[config.mk]
export PLATFORM = sky130hd
export DESIGN_NAME = boid_frame_sequencer
export DESIGN_NICKNAME = d
export VERILOG_FILES = /design/src/rtl/boid_frame_sequencer.sv
export SDC_FILE = /design/constraint.sdc
export NUM_CORES = 1
export LEC_CHECK = 0
export ABC_AREA = 1
export BUFFER_PORTS_ARGS = -buffer_cell sky130_fd_sc_hd__buf_2
export CAP_MARGIN = 5
export CORE_ASPECT_RATIO = 1.1
export CORE_MARGIN = 10
export CORE_UTILIZATION = 60
export CTS_CLUSTER_SIZE = 24
export DETAILED_ROUTE_END_ITERATION = 8
export PLACE_DENSITY = 0.92
export RECOVER_POWER = 50
export SYNTH_ARGS = -nofsm -noshare
export SYNTH_HDL_FRONTEND = slang
export SYNTH_SLANG_ARGS = --single-unit
[constraint.sdc]
create_clock -name clock -period 7.15 [get_ports clock]
set_input_delay 0.3575 -clock clock [delete_from_list [all_inputs] [get_ports clock]]
set_output_delay 0.3575 -clock clock [all_outputs]
set_load 0.01 [all_outputs]
[src/rtl/boid_frame_sequencer.sv]
// Per-frame scheduler for the boid display RAM: clears the frame, then draws a
// SPRITE_DIM x SPRITE_DIM square for every BPU in raster order.
module boid_frame_sequencer #(
  parameter int unsigned MAX_BOIDS      = 4,
  parameter int unsigned BITS_FOR_BOIDS = $clog2(MAX_BOIDS),
  parameter int unsigned SPRITE_DIM     = 2,
  parameter int unsigned VIDEO_WIDTH    = 640,
  parameter int unsigned VIDEO_HEIGHT   = 480,
  parameter int unsigned ADDR_WIDTH     = 19
) (
  input  logic                      clock,
  input  logic                      resetn,
  input  logic                      frame_end,
  input  logic [9:0]                boid_x,
  input  logic [8:0]                boid_y,
  output logic [BITS_FOR_BOIDS-1:0] boid_sel,
  output logic                      fb_clear,
  output logic                      fb_we,
  output logic [ADDR_WIDTH-1:0]     fb_addr,
  output logic                      busy,
  output logic [15:0]               frame_count,
  output logic [7:0]                overrun_count
);

  localparam int unsigned DimW = (SPRITE_DIM > 1) ? $clog2(SPRITE_DIM) : 1;
  localparam logic [DimW-1:0] DimLast = DimW'(SPRITE_DIM - 1);
  localparam logic [BITS_FOR_BOIDS-1:0] SelLast = BITS_FOR_BOIDS'(MAX_BOIDS - 1);
  localparam logic [10:0] WidthLim = 11'(VIDEO_WIDTH);
  localparam logic [9:0] HeightLim = 10'(VIDEO_HEIGHT);

  typedef enum logic [2:0] {StIdle, StClear, StFetch, StDraw, StDone} state_e;

  state_e                    state_q, state_d;
  logic [BITS_FOR_BOIDS-1:0] sel_q, sel_d;
  logic                      clear_q, clear_d;
  logic                      we_q, we_d;
  logic [ADDR_WIDTH-1:0]     addr_q, addr_d;
  logic                      busy_q, busy_d;
  logic [15:0]               frames_q, frames_d;
  logic [7:0]                overruns_q, overruns_d;
  logic [9:0]                x_q, x_d;
  logic [8:0]                y_q, y_d;
  logic [DimW-1:0]           dx_q, dx_d, dy_q, dy_d;

  logic [10:0]           px;
  logic [9:0]            py;
  logic [ADDR_WIDTH-1:0] lin_addr;

  always_comb begin
    px       = {1'b0, x_q} + 11'(dx_q);
    py       = {1'b0, y_q} + 10'(dy_q);
    lin_addr = ADDR_WIDTH'(py) * ADDR_WIDTH'(VIDEO_WIDTH) + ADDR_WIDTH'(px);
  end

  always_comb begin
    state_d    = state_q;
    sel_d      = sel_q;
    clear_d    = 1'b0;
    we_d       = 1'b0;
    addr_d     = addr_q;
    frames_d   = frames_q;
    overruns_d = overruns_q;
    x_d        = x_q;
    y_d        = y_q;
    dx_d       = dx_q;
    dy_d       = dy_q;

    // Pulses arriving mid-sequence are dropped, only counted.
    if (frame_end && (state_q != StIdle) && (overruns_q != 8'hFF)) begin
      overruns_d = overruns_q + 8'd1;
    end

    case (state_q)
      StIdle: begin
        if (frame_end) begin
          state_d = StClear;
          clear_d = 1'b1;
          sel_d   = '0;
        end
      end
      StClear: state_d = StFetch;
      StFetch: begin
        x_d     = boid_x;
        y_d     = boid_y;
        dx_d    = '0;
        dy_d    = '0;
        state_d = StDraw;
      end
      StDraw: begin
        if ((px < WidthLim) && (py < HeightLim)) begin
          we_d   = 1'b1;
          addr_d = lin_addr;
        end
        if (dx_q == DimLast) begin
          dx_d = '0;
          if (dy_q == DimLast) begin
            dy_d = '0;
            if (sel_q == SelLast) begin
              sel_d   = '0;
              state_d = StDone;
            end else begin
              sel_d   = sel_q + BITS_FOR_BOIDS'(1);
              state_d = StFetch;
            end
          end else begin
            dy_d = dy_q + DimW'(1);
          end
        end else begin
          dx_d = dx_q + DimW'(1);
        end
      end
      StDone: begin
        frames_d = frames_q + 16'd1;
        state_d  = StIdle;
      end
      default: state_d = StIdle;
    endcase

    busy_d = (state_d != StIdle);
  end

  always_ff @(posedge clock or negedge resetn) begin
    if (!resetn) begin
      state_q    <= StIdle;
      sel_q      <= '0;
      clear_q    <= 1'b0;
      we_q       <= 1'b0;
      addr_q     <= '0;
      busy_q     <= 1'b0;
      frames_q   <= '0;
      overruns_q <= '0;
      x_q        <= '0;
      y_q        <= '0;
      dx_q       <= '0;
      dy_q       <= '0;
    end else begin
      state_q    <= state_d;
      sel_q      <= sel_d;
      clear_q    <= clear_d;
      we_q       <= we_d;
      addr_q     <= addr_d;
      busy_q     <= busy_d;
      frames_q   <= frames_d;
      overruns_q <= overruns_d;
      x_q        <= x_d;
      y_q        <= y_d;
      dx_q       <= dx_d;
      dy_q       <= dy_d;
    end
  end

  assign boid_sel      = sel_q;
  assign fb_clear      = clear_q;
  assign fb_we         = we_q;
  assign fb_addr       = addr_q;
  assign busy          = busy_q;
  assign frame_count   = frames_q;
  assign overrun_count = overruns_q;

endmodule

==> impl_metrics.ini <==
[routing]
vias_per_cell = 5.22
drt_pass1_iterations = 4
drt_iter0_drc = 117
post_route_wl_um = 9230
count_of_unresolved_drc_violations_after_routing = 0
ant_nets = 0
route.vias.total = 3509
routedWlPerCell_um = 13.7

[global_routing]
first_global_vias = 3513
wire_length_of_the_first_global_routing_pass_um = 15800
grt_antenna_before_repair = 0
grt.total_usage = 0.175
grt_overflow = 0
grt_max_degree = 73

[sta]
slew-limit-headroom = -1.44
final.period_utilization = 0.477
maxSlewViolCount = 73
rsz0062_at_grt = false
timing.final.crit_period_ns = 3.41
max_freq_mhz = 293
fin_tns_setup_ns = 0
finClkSkew_ns = 0.0209
setup_violations = 0
finalHoldViolCount = 0
timing_worst_slew_pin_value_ns = 3.66

[cts]
cts-root-buf = sky130_fd_sc_hd__clkbuf_8
cts_hold_buffers = 0
post_cts_buffers = 0
cts_tree = built
cts.repair.resized = 0
htree_num_levels = 3
clock_sinks = 72
cts_inserted_buffers = 9
clock_path_buffers = 2
clock_slew_at_the_register_clock_pins_of_the_worst_setup_and_hold_paths_ns = 0.07
insertion_delay_ns = 0.36

[setup_path]
critical_path.endpoint_type = asynchronous set/reset pin
worstPathMaxFanout = 72
cp_slowest_stage_delay_ns = 2.55
worst_path_dominant_cell_family = buffers and inverters
critical-path-slowest-cell = sky130_fd_sc_hd__clkbuf_1
cp-start-kind = input pin
critical_path.cell_chain = buf_2, clkbuf_1
worst-path-buf-inv = 2
path_class = input pin to asynchronous set/reset pin
timing.critical_path.required_ns = 6.78
arrival_ns = 3.04

[final_layout]
nNetsFinal = 632
post_route_cells_drive_above_1_share = 0.194
fillers = 522
finalInstanceArea_mm2 = 0.00485
area_grow_syn2layout_pct = 12.5
num_antenna_cells = 0

[synthesis]
ys_warn_count = 0
synth_enable_flop_cells = 0
synth_area_leaders = sky130_fd_sc_hd__dfrtp_1 42%, sky130_fd_sc_hd__nand2_1 11%, sky130_fd_sc_hd__ha_1 7.5%, sky130_fd_sc_hd__inv_1 5.6%, sky130_fd_sc_hd__xor2_1 5.1%
synthDistinctLibCells = 35
syn_inst = 507
yosys_register_bits = 72
post_synth_instance_area_mm2 = 0.00431
synth.yosys.seq_area_share = 0.418
area_share_of_the_leading_cell_type_in_the_synthesized_netlist = 0.418
asyncSetResetFlopFracSynth = 1.00
synth_area_per_cell_um2 = 8.50
synth.net_count = 557
synth_largest_area_cell = sky130_fd_sc_hd__dfrtp_1
synth_top_flop_cell = sky130_fd_sc_hd__dfrtp_1

[placement]
finalWeightedCongestion = 0.923
port-buffer-count = 69
placed_area_mm2 = 0.00471
place_hpwl_um = 7320

[die]
core_region_area_mm2 = 0.00701
initial_core_util = 0.615
fp-row-count = 32
ios = 70
dieArea_mm2 = 0.0110
dieWidth_um = 101
dieHeight_um = 109

[power]
worst_ir_drop_vdd_v = 0.000331
power.density_cell_area_mw_per_mm2 = 559
p_leak_uw = 0.00263

[run_status]
violations = capacitance limit, slew limit
result_of_the_run = finished, violations left

[min_path]
hold_path.class = input pin to flip-flop

[job]
drv.max_cap_violation_count = 1
==> layout by cell type, fill, tap and decap left out, drive strengths merged <==
cell type  instances
fa                 2
xor2              25
buf               56
nand3b             5
nand3             39
nand4             11
a311oi             1
a31oi              1
clkinv             5
xnor2             14
a21oi             18
nor2              52
nand2            127
o21ai             19
ha                26
o211ai             1
inv               69
mux2              10
clkbuf            24
dfrtp             72
a21o               1
or2                2
clkinvlp           1
nor3               6
==> cell type report <==
| class | instances | area [um^2] | share of cell area |
|---|---|---|---|
| clock buffers | 10 | 128 | 0.0263 |
| clock inverters | 6 | 43.8 | 0.00903 |
| multi-input cells | 360 | 2180 | 0.449 |
| inverters | 69 | 259 | 0.0534 |
| well taps | 85 | 106 | 0.0219 |
| repair buffers | 70 | 333 | 0.0686 |
| flip-flops and latches | 72 | 1800 | 0.371 |
==> logic make-up (layout without fill, tap and decap cells) <==
kind of cell | Yosys count | count (layout) | share of synthesized area
AOI/OAI and AO/OA | 41 | 41 | 0.0595
xor gates and xnor gates | 39 | 39 | 0.0792
adders and majority gates | 28 | 28 | 0.0847
buffers and inverters | 75 | 155 | 0.0731
DFF | 72 | 72 | 0.418
muxes | 10 | 10 | 0.0261
and+or+nand+nor | 242 | 242 | 0.259
==> registers in the layout, summed over array words and instances (netlist names), 2 cells and up <==
name           count
overrun_count      8
x_q               10
fb_addr           19
boid_sel           2
frame_count       16
y_q                9
state_q            3
==> power breakdown <==
part	leakage [uW]	total (uW)	internal, uW	switching (uW)
clock network	0.0000866	281	127	154
logic	0.00165	1740	671	1070
registers	0.000885	684	558	126
==> path summary, 6_finish.rpt <==
path	from	slack, ns	endpoint	depth (start not counted)
worst max-delay path	resetn	3.74	fb_clear	2
worst min-delay path	boid_y[4]	0.24	y_q[4]	2
worst max register to register	y_q[0]	3.89	fb_addr[18]	16
worst min register to register	fb_addr[18]	0.48	fb_addr[18]	2
max in group clock	y_q[0]	3.89	fb_addr[18]	16
min in group asynchronous	resetn	1.34	frame_count[12]	2
==> per-layer routing <==
metal | global-route usage | part of all wire | vias to the layer above
met3 | 0.0380 | 0.062 | 20
met4 | 0.0929 | 0.026 | 0
met2 | 0.295 | 0.51 | 92
li1 | - | - | 1773
met1 | 0.204 | 0.40 | 1624
met5 | 0 | 0 | -
==> per-stage QoR <==
step                setup slack (ns)  power (uW)  hold WS, ns  utilization  instances
floorplan                       4.22        2070       0.0619            -        507
global placement                4.09        2340        0.462        0.673        656
detailed placement              3.93        2430        0.462        0.673        656
CTS                             3.88        2730        0.217        0.697        672
global route                    2.93        3000        0.231        0.692        672
finish                          3.74        2710        0.239        0.692        672
==> cell usage after synthesis (2+ instances only) <==
cell type	instances
sky130_fd_sc_hd__nand3_1	34
sky130_fd_sc_hd__nor2_1	43
sky130_fd_sc_hd__nand3b_1	5
sky130_fd_sc_hd__o21ai_0	5
sky130_fd_sc_hd__inv_2	5
sky130_fd_sc_hd__nand3_2	4
sky130_fd_sc_hd__dfrtp_1	72
sky130_fd_sc_hd__nor3_2	2
sky130_fd_sc_hd__xnor2_1	14
sky130_fd_sc_hd__a21oi_1	18
sky130_fd_sc_hd__nor2_2	5
sky130_fd_sc_hd__ha_1	26
sky130_fd_sc_hd__nor3_1	4
sky130_fd_sc_hd__mux2_2	10
sky130_fd_sc_hd__nand4_1	11
sky130_fd_sc_hd__nand2_1	122
sky130_fd_sc_hd__buf_6	2
sky130_fd_sc_hd__nor2_4	4
sky130_fd_sc_hd__fa_1	2
sky130_fd_sc_hd__o21ai_1	3
sky130_fd_sc_hd__inv_1	64
sky130_fd_sc_hd__xor2_1	25
sky130_fd_sc_hd__buf_2	2
sky130_fd_sc_hd__o21ai_2	11
sky130_fd_sc_hd__nand2_2	4
(Power assumes the default switching activity.)
